===== config.mk =====
export PLATFORM = sky130hd
export DESIGN_NAME = alu_host_seq
export DESIGN_NICKNAME = d
export VERILOG_FILES = /design/src/rtl/alu_pkg.sv /design/src/rtl/alu_host_wdog.sv /design/src/rtl/alu_host_seq.sv
export SDC_FILE = /design/constraint.sdc
export NUM_CORES = 1
export LEC_CHECK = 0
export ABC_AREA = 1
export BUFFER_PORTS_ARGS = -buffer_cell sky130_fd_sc_hd__buf_2
export CORE_MARGIN = 4
export CORE_UTILIZATION = 55
export DETAILED_ROUTE_END_ITERATION = 8
export PLACE_DENSITY = 0.8
export RECOVER_POWER = 50
export SLEW_MARGIN = 20
export SYNTH_ARGS = -nofsm -noshare
export SYNTH_HDL_FRONTEND = slang
export SYNTH_HIERARCHICAL = 1
export SYNTH_SLANG_ARGS = --single-unit

===== constraint.sdc =====
create_clock -name CLK -period 2 [get_ports CLK]
set_input_delay 0.3 -clock CLK [delete_from_list [all_inputs] [get_ports CLK]]
set_output_delay 0.3 -clock CLK [all_outputs]
set_load 0.02 [all_outputs]

===== src/rtl/alu_pkg.sv =====
// Shared definitions for the serial ALU host sequencer: op codes, FSM states
// and a small operand-beat helper.
package alu_pkg;

  localparam int ALU_W = 8;

  localparam logic [1:0] OP_ADD = 2'b00;
  localparam logic [1:0] OP_SUB = 2'b01;
  localparam logic [1:0] OP_MUL = 2'b10;
  localparam logic [1:0] OP_DIV = 2'b11;

  typedef enum logic [3:0] {
    ST_IDLE,
    ST_BEGIN,
    ST_GAP,
    ST_LD0,
    ST_LD1,
    ST_LD2,
    ST_WAIT_A,
    ST_WAIT_Q,
    ST_ABORT,
    ST_DONE
  } seq_state_e;

  // Add and subtract take only X and Y, so their middle beat is zeroed.
  function automatic logic op_is_addsub(input logic [1:0] op);
    return (op == OP_ADD) || (op == OP_SUB);
  endfunction

endpackage


===== src/rtl/alu_host_wdog.sv =====
// Loadable up-counter with a terminal-count flag. Used both as the operation
// watchdog and as the idle-gap counter between the start strobe and beat 0.
module alu_host_wdog #(
  parameter int CW = 7
) (
  input  logic          clk_i,
  input  logic          srst_n_i,
  input  logic          load_i,
  input  logic [CW-1:0] load_val_i,
  input  logic          en_i,
  input  logic [CW-1:0] last_i,
  output logic          tc_o
);

  logic [CW-1:0] count_q;

  // Load wins over counting so a new operation always restarts cleanly.
  always_ff @(posedge clk_i) begin
    if (!srst_n_i) begin
      count_q <= '0;
    end else if (load_i) begin
      count_q <= load_val_i;
    end else if (en_i) begin
      count_q <= count_q + 1'b1;
    end
  end

  assign tc_o = (count_q == last_i);

endmodule


===== src/rtl/alu_host_seq.sv =====
// Host-side sequencer for the beat-serial ALU: turns one valid/ready request
// into start strobe + three operand beats, collects the A and Q result beats
// and hands them back as a single valid/ready response. A watchdog aborts
// (and resets the ALU) if the Q result never arrives.
module alu_host_seq
  import alu_pkg::*;
#(
  parameter int BEAT_GAP = 1,
  parameter int TIMEOUT  = 64,
  parameter int W        = ALU_W
) (
  input  logic         CLK,
  input  logic         RST,
  input  logic         req_valid,
  output logic         req_ready,
  input  logic [1:0]   req_op,
  input  logic [W-1:0] req_a,
  input  logic [W-1:0] req_b,
  input  logic [W-1:0] req_c,
  output logic         rsp_valid,
  input  logic         rsp_ready,
  output logic [W-1:0] rsp_hi,
  output logic [W-1:0] rsp_lo,
  output logic         rsp_err,
  output logic [1:0]   alu_op,
  output logic         alu_begin,
  output logic         alu_rst,
  output logic [W-1:0] alu_inbus,
  input  logic [W-1:0] alu_outbus,
  input  logic         alu_a_vld,
  input  logic         alu_q_vld
);

  localparam int             WD_W     = $clog2(TIMEOUT + 1);
  localparam logic [WD_W-1:0] WD_LAST = WD_W'(TIMEOUT - 1);
  localparam logic [1:0]     GAP_LAST = (BEAT_GAP > 0) ? 2'(BEAT_GAP - 1) : 2'd0;

  seq_state_e   state_q, state_d;
  logic [1:0]   op_q, op_d;
  logic [W-1:0] a_q, a_d, b_q, b_d, c_q, c_d;
  logic [W-1:0] inbus_q, inbus_d;
  logic [W-1:0] hi_q, hi_d, lo_q, lo_d;
  logic         err_q, err_d;
  logic         abort_q, abort_d;
  logic [1:0]   rst_sr_q;

  logic wd_en, wd_tc, gap_tc;

  // Watchdog runs from the start strobe until the Q result is captured.
  assign wd_en = (state_q == ST_BEGIN) || (state_q == ST_GAP) ||
                 (state_q == ST_LD0)   || (state_q == ST_LD1) ||
                 (state_q == ST_LD2)   || (state_q == ST_WAIT_A) ||
                 (state_q == ST_WAIT_Q);

  alu_host_wdog #(.CW(WD_W)) u_wdog (
    .clk_i      (CLK),
    .srst_n_i   (RST),
    .load_i     (state_q == ST_IDLE),
    .load_val_i ('0),
    .en_i       (wd_en),
    .last_i     (WD_LAST),
    .tc_o       (wd_tc)
  );

  alu_host_wdog #(.CW(2)) u_gap (
    .clk_i      (CLK),
    .srst_n_i   (RST),
    .load_i     (state_q == ST_BEGIN),
    .load_val_i (2'd0),
    .en_i       (state_q == ST_GAP),
    .last_i     (GAP_LAST),
    .tc_o       (gap_tc)
  );

  // Next-state, operand latch, result capture and registered bus value.
  always_comb begin
    state_d = state_q;
    op_d    = op_q;
    a_d     = a_q;
    b_d     = b_q;
    c_d     = c_q;
    hi_d    = hi_q;
    lo_d    = lo_q;
    err_d   = err_q;
    abort_d = abort_q;
    inbus_d = '0;

    unique case (state_q)
      ST_IDLE: begin
        if (req_valid) begin
          op_d    = req_op;
          a_d     = req_a;
          b_d     = req_b;
          c_d     = req_c;
          hi_d    = '0;
          lo_d    = '0;
          err_d   = 1'b0;
          state_d = ST_BEGIN;
        end
      end
      ST_BEGIN:  state_d = (BEAT_GAP > 0) ? ST_GAP : ST_LD0;
      ST_GAP:    if (gap_tc) state_d = ST_LD0;
      ST_LD0:    state_d = ST_LD1;
      ST_LD1:    state_d = ST_LD2;
      ST_LD2:    state_d = ST_WAIT_A;
      ST_WAIT_A: begin
        // A simultaneous Q strobe is deliberately dropped; Q must come later.
        if (alu_a_vld) begin
          hi_d    = alu_outbus;
          state_d = ST_WAIT_Q;
        end
      end
      ST_WAIT_Q: begin
        if (alu_q_vld) begin
          lo_d    = alu_outbus;
          state_d = ST_DONE;
        end
      end
      ST_ABORT: begin
        abort_d = 1'b1;
        if (abort_q) state_d = ST_DONE;
      end
      ST_DONE:   if (rsp_ready) state_d = ST_IDLE;
      default:   state_d = ST_IDLE;
    endcase

    // A Q capture in the terminal cycle still counts as a completed operation.
    if (wd_en && wd_tc && !((state_q == ST_WAIT_Q) && alu_q_vld)) begin
      state_d = ST_ABORT;
      abort_d = 1'b0;
      hi_d    = '0;
      lo_d    = '0;
      err_d   = 1'b1;
    end

    // Bus value is chosen from the upcoming state so it is registered per beat.
    unique case (state_d)
      ST_LD0:  inbus_d = (op_d == OP_MUL) ? '0 : a_d;
      ST_LD1:  inbus_d = op_is_addsub(op_d) ? '0 : b_d;
      ST_LD2:  inbus_d = c_d;
      default: inbus_d = '0;
    endcase
  end

  // State and datapath registers.
  always_ff @(posedge CLK) begin
    if (!RST) begin
      state_q <= ST_IDLE;
      op_q    <= 2'b00;
      a_q     <= '0;
      b_q     <= '0;
      c_q     <= '0;
      inbus_q <= '0;
      hi_q    <= '0;
      lo_q    <= '0;
      err_q   <= 1'b0;
      abort_q <= 1'b0;
    end else begin
      state_q <= state_d;
      op_q    <= op_d;
      a_q     <= a_d;
      b_q     <= b_d;
      c_q     <= c_d;
      inbus_q <= inbus_d;
      hi_q    <= hi_d;
      lo_q    <= lo_d;
      err_q   <= err_d;
      abort_q <= abort_d;
    end
  end

  // Stretch the ALU reset one cycle past our own reset.
  always_ff @(posedge CLK) begin
    if (!RST) begin
      rst_sr_q <= 2'b11;
    end else begin
      rst_sr_q <= {rst_sr_q[0], 1'b0};
    end
  end

  assign req_ready = (state_q == ST_IDLE);
  assign rsp_valid = (state_q == ST_DONE);
  assign rsp_hi    = hi_q;
  assign rsp_lo    = lo_q;
  assign rsp_err   = err_q;
  assign alu_begin = (state_q == ST_BEGIN);
  assign alu_op    = (state_q == ST_IDLE) ? 2'b00 : op_q;
  assign alu_rst   = rst_sr_q[1] | (state_q == ST_ABORT);
  assign alu_inbus = inbus_q;

endmodule

==> out/results.txt <==
final period utilization = 96.82%
die area = 0.007643 mm²
CTS tree = yes
GRT Util Overall = 23.83%
Min-Delay Startpoint = req_c[7]
Pre-Repair DR Iteration Count = 5
TritonCTS Buffers = 9
Crit Path Max Fanout = 8
cell taking the most area after synthesis = dfxtp_1
die height = 87.43 µm
critical path class = flop to flop
reg2reg start = state_q[2]
DRT iter0 DRCs = 161
wire per inst = 13.11 µm
top-count cell post-synth = nand2_1
RePlAce Congestion = 0.9779
Setup Viol. Count Final = 0
fin crit period = 1.936 ns
Final HPWL DP = 6.261 mm
layout overhead on the synthesized area = 22.03%
CP most frequent cell = nand2_1
top post-synthesis cells by count = nand2_1 (145), dfxtp_1 (67), inv_1 (55)
Yosys reg bits = 67
max_cap viols = 0
Critical Path Start = state_q[2]
Final Hold Fails = 0
Clock Pin Slew Worst Setup and Hold Paths = 0.08 ns
highest clock rate = 0.5164 GHz
Peak VDD IR = 0.5481 mV
P per Cell Area = 891.1 mW/mm²
largest net degree at the start of global routing = 19
post-synthesis cell count = 504
core area = 0.006026 mm²
Clock Skew = 0.006608 ns
io pins = 71
status = finished clean
DR vias = 3,568
Final #Nets = 643
sequential share of the synthesized area = 38.66%
share of the synthesized area in the top cell type = 38.66%
# DRC = 0
CP max stage delay = 0.47 ns
Primary FF master, synth = dfxtp_1
Worst EP required = 2.25 ns
Rows = 28
layout cells sized above 1 = 20.10%
CP top delay family = simple AND/OR/NAND/NOR gates
syn avg cell area = 6.884 µm²
Starting Density = 57.58%
Buffers & Inverters on Critical Path = 1
Worst EP arrival = 2.19 ns
Pins Over Slew Limit = 0
synthesized cell area = 0.003470 mm²
DR vias/cell = 5.232
top cells by area, synth = dfxtp_1 (39%), nand2_1 (16%), inv_1 (6.0%)
synth warn = 6
Skew-Pair Late Insertion Delay = 0.35 ns
worst setup margin = 0.06364 ns
Worst setup SP type = flop
hold buffer count at cts = 0
Final ANT Viol Nets = 0
gr ovfl total = 0
CTS H-tree depth = 3
first-pass GRT wire length = 14.46 mm
number of diodes = 0
Place WS = -0.0003062 ns
leakage = 0.002136 µW
Synth cell types = 38
Die W = 87.43 µm
fillers = 520
CP Cell Sequence = nand2_1 -> nor2_4 -> nand2_1 -> o21ai_1 -> nand2_1 -> nand4_1 -> nand3_1 -> nand2_1 -> inv_1
Hold/Removal Path Class = input port to flop
CTS root buf = clkbuf_8
number of flops mapped to enable cells by yosys = 0
Sum Neg Setup Slack = 0 ns
WL final = 8.943 mm
FFs w/ async S/R, synth = 0%
initial antenna violation count = 0
vias in the first global route = 3,277
Pwr Total = 3773 µW
clk buf depth = 2
crit end category = flop
slowest CP cell = dfxtp_1
register-to-register path setup slack = 0.06 ns
port buffer count = 70
clock sinks = 67
-- per-layer routing --
metal	global-route usage, %	vias to the layer above	part of all wire, %
met5	0	-	0
met4	10.88	0	2.2
met3	3.406	20	5.5
met2	40.27	108	50
met1	29.80	1645	43
li1	-	1795	-
-- cell type report --
class	instances	area, µm²	area share (%)
clock buffer	11	151.4	3.576
clock inverter	5	85.08	2.009
inverter	64	246.5	5.822
multi-input combinational	376	1886	44.53
sequential	67	1348	31.83
tap	75	93.84	2.216
timing repair buffer	84	424.2	10.02
-- report_power, final --
| group | internal [µW] | leakage [µW] | total [µW] | switching, µW |
|---|---|---|---|---|
| Combinational | 319 | 0.00147 | 923 | 605 |
| Clock | 774 | 0.000116 | 1320 | 547 |
| Sequential | 1450 | 0.000550 | 1530 | 79.4 |
-- cell families after synthesis --
| logic type | after synthesis | share of synthesized area [%] |
|---|---|---|
| and+or+nand+nor | 265 | 35.56 |
| AOI/OAI and AO/OA | 80 | 13.02 |
| buffers and inverters | 78 | 9.412 |
| DFF | 67 | 38.66 |
| xor gates and xnor gates | 11 | 2.777 |
| other | 2 | 0.2165 |
| adders and majority gates | 1 | 0.3606 |
-- stage by stage --
stage | area [µm²] | util [%] | hold WS, ns | cells
floorplan | 3530 | - | 0.3925 | 520
global placement | 3980 | 66.05 | 0.3963 | 663
detailed placement | 3980 | 66.05 | 0.3997 | 663
CTS | 4220 | 70.04 | 0.2126 | 679
global route | 4234 | 70.27 | 0.2398 | 682
finish | 4234 | 70.27 | 0.2205 | 682
-- cell usage in the layout, fill, tap and decap left out, drive strengths merged --
cell / synthesis / routed
clkbuf: 3 / 36
a21oi: 42 / 42
nand3: 35 / 35
nand4: 17 / 17
bufinv: 0 / 2
o31ai: 1 / 1
nand2: 156 / 157
buf: 11 / 59
o211ai: 5 / 5
conb: 2 / 18
nor2: 45 / 45
or2: 9 / 9
xor2: 4 / 4
inv: 61 / 60
dfxtp: 67 / 67
nand3b: 1 / 1
o21bai: 2 / 2
o21ai: 24 / 24
a22oi: 6 / 6
ha: 1 / 1
xnor2: 7 / 7
nor3: 2 / 2
clkinv: 3 / 5
clkinvlp: 0 / 2
-- worst register-to-register path, stage by stage, from the launching register on --
cell     delay, ns
dfxtp_1       0.47
nand2_1       0.21
nor2_4        0.15
nand2_1       0.09
o21ai_1       0.20
nand2_1       0.32
nand4_1       0.21
nand3_1       0.09
nand2_1       0.06
inv_1         0.04
-- path summary, 6_finish.rpt --
| path | to | cells after the start |
|---|---|---|
| worst max-delay path | alu_inbus[7] | 9 |
| worst max register to register | alu_inbus[7] | 9 |
| worst min-delay path | c_q[7] | 3 |
| worst min register to register | rst_sr_q[1] | 1 |
-- repair_timing --
action                                  CTS  global route
setup buffers                             0             2
resized for setup                         1            10
endpoints found under the setup margin    7            20
gates cloned                              0             1
pin swaps                                 0             5
-- flip-flops by register name, summed over array words and instances, names as in the netlist --
| name | count |
|---|---|
| u_wdog/count_q | 7 |
| abort_q | 1 |
| c_q | 8 |
| alu_inbus | 8 |
| rst_sr_q | 2 |
| rsp_err | 1 |
| state_q | 4 |
| u_gap/count_q | 2 |
| op_q | 2 |
| rsp_lo | 8 |
| a_q | 8 |
| b_q | 8 |
| rsp_hi | 8 |
(Power assumes the default switching activity.)
